[config.mk]
export PLATFORM = sky130hd
export DESIGN_NAME = axis_addone_arbiter
export DESIGN_NICKNAME = d
export VERILOG_FILES = /design/src/rtl/axis_addone_arbiter.sv
export SDC_FILE = /design/constraint.sdc
export NUM_CORES = 1
export LEC_CHECK = 0
export BUFFER_PORTS_ARGS = -buffer_cell sky130_fd_sc_hd__buf_2
export CELL_PAD_IN_SITES_DETAIL_PLACEMENT = 2
export CELL_PAD_IN_SITES_GLOBAL_PLACEMENT = 2
export CORE_MARGIN = 5
export CORE_UTILIZATION = 13
export DETAILED_ROUTE_END_ITERATION = 10
export GPL_TIMING_DRIVEN = 0
export PLACE_DENSITY_LB_ADDON = 0.1
export SLEW_MARGIN = 10
export SYNTH_ARGS = -nofsm -noshare
export SYNTH_HDL_FRONTEND = slang
export SYNTH_SLANG_ARGS = --single-unit
export TNS_END_PERCENT = 10
[constraint.sdc]
create_clock -name aclk -period 4.1 [get_ports aclk]
set_input_delay 0.205 -clock aclk [delete_from_list [all_inputs] [get_ports aclk]]
set_output_delay 0.205 -clock aclk [all_outputs]
set_load 0.005 [all_outputs]
[src/rtl/axis_addone_arbiter.sv]
// Two-requester AXI4-Stream round-robin arbiter feeding one add-one core; the grant is held for a whole packet.
// Optional per-source accepted-packet counters are enabled by defining ARB_STATS_EN.
module axis_addone_arbiter #(
  parameter int  DATA_WIDTH = 32,
  localparam int KEEP_WIDTH = DATA_WIDTH / 8
) (
  input  logic                  aclk,
  input  logic                  aresetn,
  input  logic [DATA_WIDTH-1:0] s0_axis_tdata,
  input  logic [KEEP_WIDTH-1:0] s0_axis_tkeep,
  input  logic                  s0_axis_tlast,
  input  logic                  s0_axis_tvalid,
  output logic                  s0_axis_tready,
  input  logic [DATA_WIDTH-1:0] s1_axis_tdata,
  input  logic [KEEP_WIDTH-1:0] s1_axis_tkeep,
  input  logic                  s1_axis_tlast,
  input  logic                  s1_axis_tvalid,
  output logic                  s1_axis_tready,
  output logic [DATA_WIDTH-1:0] m_axis_tdata,
  output logic [KEEP_WIDTH-1:0] m_axis_tkeep,
  output logic                  m_axis_tlast,
  output logic                  m_axis_tvalid,
  input  logic                  m_axis_tready,
  output logic                  m_axis_tdest,
  output logic [1:0]            grant
`ifdef ARB_STATS_EN
  ,
  output logic [31:0]           pkt_cnt0,
  output logic [31:0]           pkt_cnt1
`endif
);

  typedef enum logic [1:0] {
    IDLE = 2'b00,
    G0   = 2'b01,
    G1   = 2'b10
  } state_t;

  state_t st_r;
  state_t st_nxt_s;
  logic   lg_r;
  logic   lg_nxt_s;
  logic   acc_s;
  logic   pkt_end_s;

  // On a tie the requester that did not own the previous packet wins.
  function automatic state_t arb(input logic v0, input logic v1, input logic lg);
    state_t res;
    if (v0 && v1) begin
      if (lg) begin
        res = G0;
      end else begin
        res = G1;
      end
    end else if (v0) begin
      res = G0;
    end else if (v1) begin
      res = G1;
    end else begin
      res = IDLE;
    end
    return res;
  endfunction

  assign acc_s     = m_axis_tvalid & m_axis_tready;
  assign pkt_end_s = acc_s & m_axis_tlast;

  // Zero-latency output mux steered by the current owner.
  always_comb begin
    m_axis_tdata   = {DATA_WIDTH{1'b0}};
    m_axis_tkeep   = {KEEP_WIDTH{1'b0}};
    m_axis_tlast   = 1'b0;
    m_axis_tvalid  = 1'b0;
    m_axis_tdest   = 1'b0;
    s0_axis_tready = 1'b0;
    s1_axis_tready = 1'b0;
    grant          = 2'b00;
    case (st_r)
      G0: begin
        m_axis_tdata   = s0_axis_tdata;
        m_axis_tkeep   = s0_axis_tkeep;
        m_axis_tlast   = s0_axis_tlast;
        m_axis_tvalid  = s0_axis_tvalid;
        m_axis_tdest   = 1'b0;
        s0_axis_tready = m_axis_tready;
        grant          = 2'b01;
      end
      G1: begin
        m_axis_tdata   = s1_axis_tdata;
        m_axis_tkeep   = s1_axis_tkeep;
        m_axis_tlast   = s1_axis_tlast;
        m_axis_tvalid  = s1_axis_tvalid;
        m_axis_tdest   = 1'b1;
        s1_axis_tready = m_axis_tready;
        grant          = 2'b10;
      end
      default: begin
        grant = 2'b00;
      end
    endcase
  end

  // Next owner: held mid-packet, re-arbitrated with the updated last owner on tlast accept.
  always_comb begin
    st_nxt_s = st_r;
    lg_nxt_s = lg_r;
    case (st_r)
      IDLE: begin
        st_nxt_s = arb(s0_axis_tvalid, s1_axis_tvalid, lg_r);
      end
      G0: begin
        if (pkt_end_s) begin
          lg_nxt_s = 1'b0;
          st_nxt_s = arb(s0_axis_tvalid, s1_axis_tvalid, 1'b0);
        end else begin
          st_nxt_s = G0;
        end
      end
      G1: begin
        if (pkt_end_s) begin
          lg_nxt_s = 1'b1;
          st_nxt_s = arb(s0_axis_tvalid, s1_axis_tvalid, 1'b1);
        end else begin
          st_nxt_s = G1;
        end
      end
      default: begin
        st_nxt_s = IDLE;
      end
    endcase
  end

  // Owner and last-owner registers.
  always_ff @(posedge aclk or negedge aresetn) begin
    if (!aresetn) begin
      st_r <= IDLE;
      lg_r <= 1'b1;
    end else begin
      st_r <= st_nxt_s;
      lg_r <= lg_nxt_s;
    end
  end

`ifdef ARB_STATS_EN
  // Per-source packet counters; they wrap naturally at 32 bits.
  always_ff @(posedge aclk or negedge aresetn) begin
    if (!aresetn) begin
      pkt_cnt0 <= 32'd0;
      pkt_cnt1 <= 32'd0;
    end else if (pkt_end_s && (st_r == G0)) begin
      pkt_cnt0 <= pkt_cnt0 + 32'd1;
    end else if (pkt_end_s && (st_r == G1)) begin
      pkt_cnt1 <= pkt_cnt1 + 32'd1;
    end else begin
      pkt_cnt0 <= pkt_cnt0;
      pkt_cnt1 <= pkt_cnt1;
    end
  end
`endif

endmodule

---- Yosys cells after proc, flatten, opt, wreduce, memory -nomap -nowiden ----
Index checks and enable logic that the tools add are counted.
cells by class
  eq/ne operators ......................... 4
  bitwise logic cells ..................... 2
  multiplexer cells ....................... 20
  reductions and logical operators ........ 4
operators by type and width
  kind                                           number
  case mux 32 bit (2 select lines)               1
  two-way mux 2 bit                              8
  case mux 4 bit (2 select lines)                1
  case mux 1 bit (2 select lines)                3
  case mux 2 bit (3 select lines)                1
  two-way mux 1 bit                              5
  inequality test 2 bit, second input constant   2
  case mux 2 bit (2 select lines)                1
  AND reduction 3 bit                            1
  AND 1 bit                                      2
  == test 2 x 1 -> 1 bit, second input constant  1
  == test 2 bit, second input constant           1
  zero test 2 bit                                1
  nonzero test 2 bit                             1
  logical AND 1 bit                              1
storage, ports and cells
  bits of input ports ..................... 79
  register bits after elaboration ......... 3
  output and inout port bits .............. 43
  word-level logic and storage cells ...... 32

---- Longest topological paths before layout ----
Gate-level depths: netlist of run 1.
  depth in word-level cells ............... 6
  mapped depth ............................ 7
  depth with buffers taken out ............ 6

---- Worst setup path before layout of run 1 ----
OpenSTA, ideal clock, no wires.
  path type ............................... register to register
  start point ............................. register st_r[0]
  end point ............................... register st_r[1]
  slack ................................... 2.458 ns
  buffers on the path ..................... 1
  cell stages (with the launch flop) ...... 8
  setup time .............................. 0.083 ns
  data required time ...................... 4.017 ns
  arrival time ............................ 1.559 ns
  period minus slack after synthesis ...... 1.642 ns
  cells stage by stage .................... dfrtp_1 -> inv_1 -> ha_1 -> buf_6 -> a22oi_2 -> and4bb_4 -> a211o_1 -> o21ai_0
between the ends
  longest elaborated chain between the ends .. 6
  elaborated cells on any way between the ends .. 10
  classes of those cells .................. eq/ne (2); mux (5); bitwise (2); reduce/logical (1)
ends and longest elaborated chain
  element                                                         RTL line  text
  from (decl)                                                     39        state_t st_r;
  from (signal assigned)                                          139       st_r <= st_nxt_s;
  == test 2 bit / == test 2 x 1 -> 1 bit (equally long branches)  78, 107
  case mux 1 bit (2 select lines)                                 78        case (st_r)
  AND 1 bit                                                       65        assign acc_s = m_axis_tvalid & m_axis_tready;
  AND 1 bit                                                       66        assign pkt_end_s = acc_s & m_axis_tlast;
  two-way mux 2 bit, on equally long branches                     120, 112
  case mux 2 bit (3 select lines) *                               107       case (st_r)
  net st_nxt_s[1]                                                 40        state_t st_nxt_s;
The timed path passes the listed nets; every way through them passes the cells marked *.
A chain may end at the register's enable or synchronous reset.

---- Final worst setup path of run 1 ----
  start point ............................. register st_r[0]
  end point ............................... output port m_axis_tlast
between the ends
  longest elaborated chain between the ends .. 2
  elaborated cells on any way between the ends .. 3
  classes of those cells .................. eq/ne (2); mux (1)
ends and longest elaborated chain
  element                                                         RTL line  text
  == test 2 bit / == test 2 x 1 -> 1 bit (equally long branches)  78
  case mux 1 bit (2 select lines) *                               78
  to (decl)                                                       21        output logic m_axis_tlast,
Mark *: on every way between the ends. The rest lies on a longest branch, timed or not.

==> flow_summary.json, run 1 <==
{
  "status": "complete, no violations",
  "maxCapViolations": 0,
  "wl_per_cell_um": 15.40,
  "cp.depth": 6,
  "cts_buffer_depth": 2,
  "drt_iter0_drc": 22,
  "cp_top_family": "buffers and inverters",
  "dieWidth_um": 91.26,
  "synth_top_area_share_pct": 33.24,
  "crit_buf_inv": 4,
  "die_area_mm2": 0.008327,
  "postRouteAntennaNets": 0,
  "tightest_slew_ns": 0.5346,
  "report.power.total_uw": 964.8,
  "clockPowerShare_pct": 9.0,
  "p_comb_share_pct": 84.7,
  "seq_area_frac_synth_pct": 8.892,
  "cp-start-kind": "flip-flop",
  "clk-insertion-delay-late_ns": 0.22,
  "p_leak_nw": 0.8415,
  "core-area_mm2": 0.006386,
  "hold_viol": 0,
  "holdPathStages": 3,
  "ios": 122,
  "num_vias": 1398,
  "grt_pass1_wl_um": 7831,
  "cts_tree": "yes",
  "cts.reportedPaths.clkPinSlew_ns": 0.03,
  "path_cells": "inv_1 -> ha_1 -> clkbuf_1 -> clkbuf_1 -> nor2b_1 -> buf_2",
  "hold_class": "primary input to flip-flop",
  "yosysWarnings": 0,
  "setup_viol": 0,
  "arrival_ns": 2.06,
  "syn_inst": 118,
  "dp_hpwl_um": 4251,
  "path_common_cell": "clkbuf_1",
  "power.switching_fraction_pct": 47.37,
  "wl_um": 4944,
  "cts.sinks": 3,
  "p_per_area_mw_per_mm2": 597.3,
  "place_area_mm2": 0.001560,
  "rsz0062_at_grt": "false",
  "vdd_drop_max_uv": 137.0,
  "worstPathRequired_ns": 3.89,
  "switching_power_uw": 457.0,
  "numCtsBuffers": 3,
  "critPathMaxFanout": 10,
  "track_usage_pct": 11.23,
  "synthTopCellsByArea": "a22oi_1 33%, nor2b_1 27%, ha_1 8.7%, dfrtp_1 5.8%, clkbuf_1 5.2%",
  "antenna_found_initial": 0,
  "utilization_pct": 25.29,
  "p_seq_share_pct": 6.3,
  "p_int_uw": 507.8,
  "yosys_register_bits": 3,
  "timing.final.crit_share_pct": 55.25,
  "drc_errors": 0,
  "diodes": 0,
  "htreeDepth": 1,
  "yosysUniqueCellTypes": 21,
  "clockRootBuffer": "clkbuf_8",
  "layout.nets": 330,
  "setup_tns_ns": 0,
  "synth_top_cell_by_area": "a22oi_1",
  "fp-row-count": 29,
  "syn2layout_area_growth_pct": 88.19,
  "reg2reg_depth": 7,
  "place_congestion": 0.6876,
  "grt_max_degree": 11,
  "initial_core_util_pct": 13.44,
  "crit_type": "flip-flop to primary output",
  "die_h_um": 91.26,
  "drive_above_1_share_pct": 52.87,
  "endpoint_kind": "primary output",
  "crit_slowest_cell": "dfrtp_1",
  "postSynthAreaPerCell_um2": 7.274,
  "synthesis.area_um2": 858.3,
  "io_buffer_count": 121,
  "cts.repair.resized": 0,
  "slowest_delay_ns": 0.39,
  "final_area_mm2": 0.001615,
  "max_freq_mhz": 441.4,
  "mappedNetlistNets": 203,
  "grt_overflow_total": 0,
  "vias_per_cell": 4.355,
  "regToRegSetupSlack_ns": 2.35,
  "final.setup_skew_ns": 0.0001513,
  "drv_slew": 0,
  "grt_pass1_vias": 1517,
  "min_period_ns": 2.265,
  "drt_first_pass_iters": 4,
  "slew_headroom_pct": 64.36
}
-- placed cells by master, fill, tap and decap left out, types with 2 or more instances in the layout --
| cell type | netlist | layout |
|---|---|---|
| buf_2 | 1 | 122 |
| clkbuf_8 | 0 | 3 |
| nand2b_1 | 2 | 2 |
| nand2_1 | 4 | 4 |
| dfrtp_1 | 2 | 2 |
| nor2b_1 | 37 | 37 |
| inv_1 | 3 | 3 |
| ha_1 | 6 | 6 |
| and2_1 | 2 | 2 |
| a22oi_1 | 38 | 38 |
| clkbuf_1 | 12 | 13 |
-- worst reg2reg max path: cells and delay by family (launching register included) --
kind | cells | cell delay [ns]
AOI/OAI and AO/OA | 3 | 0.57
adders and majority gates | 1 | 0.22
buffers and inverters | 2 | 0.24
DFF | 1 | 0.39
and+or+nand+nor | 1 | 0.25
-- per-stage QoR --
stage / worst slack (ns) / instances / hold slack, ns
global placement: 1.921 / 316 / 0.004982
CTS: 1.695 / 321 / 0.2957
floorplan: 2.458 / 118 / -0.09059
global route: 1.551 / 321 / 0.3153
detailed placement: 1.926 / 316 / 0.007797
finish: 1.835 / 321 / 0.2999
-- path summary, 6_finish.rpt --
| kind | start | endpoint |
|---|---|---|
| setup / recovery | st_r[0] | m_axis_tlast |
| hold / removal | s1_axis_tvalid | st_r[1] |
| setup reg to reg | st_r[0] | st_r[1] |
| hold reg to reg | lg_r | lg_r |
| max in group asynchronous | aresetn | lg_r |
| min in group asynchronous | aresetn | st_r[1] |
-- flip-flops by register name (all words and copies together) (netlist names) --
signal  count
lg_r        1
st_r        2
-- layout make-up --
cell class,instances,area [um^2]
inverter,3,11.26
sequential,3,76.32
fill,803,4771
timing repair buffer,122,615.6
buffer,14,61.31
clock buffer,4,45.04
multi-input combinational,98,709.4
tap,77,96.34
-- layer usage --
layer | share of wire, % | vias to the layer above | GRT usage (%)
met3 | 8.4 | 5 | 3.388
met4 | 0.75 | 0 | 2.200
met5 | 0 | - | 0
li1 | - | 681 | -
met1 | 44 | 630 | 13.78
met2 | 47 | 82 | 19.41
-- power groups by stage --
stage               clock [mW]  combinational [mW]  sequential (mW)
finish                  0.0871               0.817           0.0607
floorplan                    0               0.502           0.0583
detailed placement           0               0.850           0.0622
global placement             0               0.852           0.0621
CTS                     0.0919               0.855           0.0612
global route            0.0956               0.935           0.0629
-- what timing repair did --
item / CTS / global route
hold buffers: 1 / 0
endpoints found under the setup margin: 0 / 0
hold endpoints to repair: 3 / 0
buffers inserted: 0 / 0
-- Yosys cell counts --
library cell	number
nand3_1	1
and2_1	2
o211ai_1	1
a22o_1	1
ha_1	6
a31oi_1	1
nand2b_1	2
o21ai_0	1
nor2b_1	37
a211o_1	1
a22oi_1	38
and4bb_4	1
inv_1	3
clkbuf_1	12
buf_6	1
nand2_1	4
buf_2	1
a22oi_2	1
and2b_1	1
dfrtp_1	2
dfstp_2	1
-- logic make-up after synthesis --
logic type                 count (synthesis)  share of synthesized area [%]
buffers and inverters                     17                          8.454
and+or+nand+nor                           48                          34.98
DFF                                        3                          8.893
adders and majority gates                  6                          8.746
AOI/OAI and AO/OA                         44                          38.92
(Power assumes the default switching activity.)
==> run 2, diff against run 1 <==
CORE_UTILIZATION = 12   (was 13)
clock period = 2.3 ns   (was 4.1 ns; I/O delays follow)
==> flow_summary.json, run 2 (synthesis results as in run 1) <==
{
  "vdd_drop_max_uv": 169.1,
  "grt_pass1_wl_um": 7686,
  "hold_class": "primary input to flip-flop",
  "min_period_ns": 2.138,
  "grt_pass1_vias": 1534,
  "clockRootBuffer": "clkbuf_8",
  "final_area_mm2": 0.001642,
  "layout.nets": 330,
  "arrival_ns": 2.02,
  "cts_tree": "yes",
  "pre_cts_slack_ns": 0.2555,
  "die_area_mm2": 0.008944,
  "antenna_found_initial": 0,
  "endpoint_kind": "primary output",
  "syn2layout_area_growth_pct": 91.25,
  "utilization_pct": 23.90,
  "cts.sinks": 3,
  "maxCapViolations": 0,
  "p_leak_nw": 0.8476,
  "io_buffer_count": 121,
  "p_per_area_mw_per_mm2": 1059,
  "final.setup_skew_ns": 0.0001645,
  "ios": 122,
  "setup_ws_ns": 0.1624,
  "setup_viol": 0,
  "cts_buffer_depth": 2,
  "critPathMaxFanout": 10,
  "hold_viol": 0,
  "drt_first_pass_iters": 3,
  "largest-register": "st_r",
  "core-area_mm2": 0.006869,
  "cp-start-kind": "flip-flop",
  "report.power.total_mw": 1.739,
  "num_vias": 1422,
  "reg_top3": "st_r x2, lg_r x1",
  "rsz0062_at_grt": "true",
  "track_usage_pct": 10.69,
  "worstPathRequired_ns": 2.18,
  "holdCritStartpoint": "s1_axis_tvalid",
  "setup_tns_ns": 0,
  "max_freq_mhz": 467.8,
  "dp_hpwl_um": 4313,
  "largest_reg_flops": 2,
  "drt_iter0_drc": 27,
  "wl_um": 5089,
  "place_area_mm2": 0.001584,
  "final_cell_mix": "122 x buf_2, 38 x a22oi_1, 37 x nor2b_1",
  "status": "complete, no violations",
  "dieWidth_um": 94.58,
  "place_congestion": 0.6695,
  "r2r_start": "st_r[0]",
  "timing.final.crit_share_pct": 92.94,
  "grt_max_degree": 11,
  "layout_commonest_cell": "buf_2",
  "reg2reg_depth": 7,
  "tightest_slew_ns": 0.4848,
  "crit_type": "flip-flop to primary output",
  "holdPathStages": 3,
  "postCtsSetupBuffers": 0,
  "cts.reportedPaths.clkPinSlew_ns": 0.03,
  "crit_start": "st_r[0]",
  "drv_slew": 0,
  "fp-row-count": 30,
  "drive_above_1_share_pct": 53.69,
  "htreeDepth": 1,
  "wl_per_cell_um": 14.97,
  "slew_headroom_pct": 67.68,
  "numCtsBuffers": 3,
  "grt_overflow_total": 0,
  "clk-insertion-delay-late_ns": 0.22,
  "vias_per_cell": 4.182,
  "initial_core_util_pct": 12.50,
  "postRouteAntennaNets": 0,
  "die_h_um": 94.58,
  "drc_errors": 0,
  "diodes": 0
}
-- run 2: through the flow --
stage	hold slack, ns	cells
floorplan	-0.1806	118
global placement	-0.08681	335
detailed placement	-0.08513	335
CTS	0.1976	340
global route	0.2124	340
finish	0.1999	340
-- run 2: worst max-delay path, stage by stage (launching register included) --
cell	delay, ns
dfrtp_1	0.39
inv_1	0.10
ha_1	0.35
clkbuf_1	0.32
clkbuf_1	0.33
nor2b_1	0.18
buf_2	0.13
-- run 2: where the power goes --
part / leakage, nW / internal (mW) / switching, mW
logic: 0.789 / 0.708 / 0.760
clock network: 0.0228 / 0.119 / 0.0411
registers: 0.0355 / 0.0851 / 0.0258
total: 0.848 / 0.912 / 0.827
-- run 2: path summary, 6_finish.rpt --
path / end / slack (ns)
worst min-delay path: st_r[1] / 0.20
worst min register to register: lg_r / 0.57
worst max-delay path: m_axis_tdata[9] / 0.16
max in group asynchronous: lg_r / 1.86
min in group asynchronous: st_r[1] / 0.24
worst max register to register: st_r[1] / 0.53
-- run 2: layout make-up --
cell class | count | area, um^2
Multi-Input combinational cell | 98 | 709.4
Inverter | 3 | 11.26
Clock buffer | 4 | 45.04
Timing Repair Buffer | 122 | 615.6
Buffer | 14 | 63.81
Tap cell | 96 | 120.1
Fill cell | 859 | 5228
Sequential cell | 3 | 76.32
-- run 2: metal layers --
metal / wire (um) / GRT usage (%) / part of all wire (%)
met4: 25 / 1.442 / 0.49
met5: 0 / 0 / 0
met2: 2401 / 18.97 / 47
met1: 1901 / 11.95 / 37
met3: 761 / 4.940 / 15
-- run 2: what timing repair did --
item | CTS | global route
hold endpoints to repair | 3 | 0
hold buffers | 1 | 0
endpoints found under the setup margin | 0 | 21
resized for setup | 0 | 4
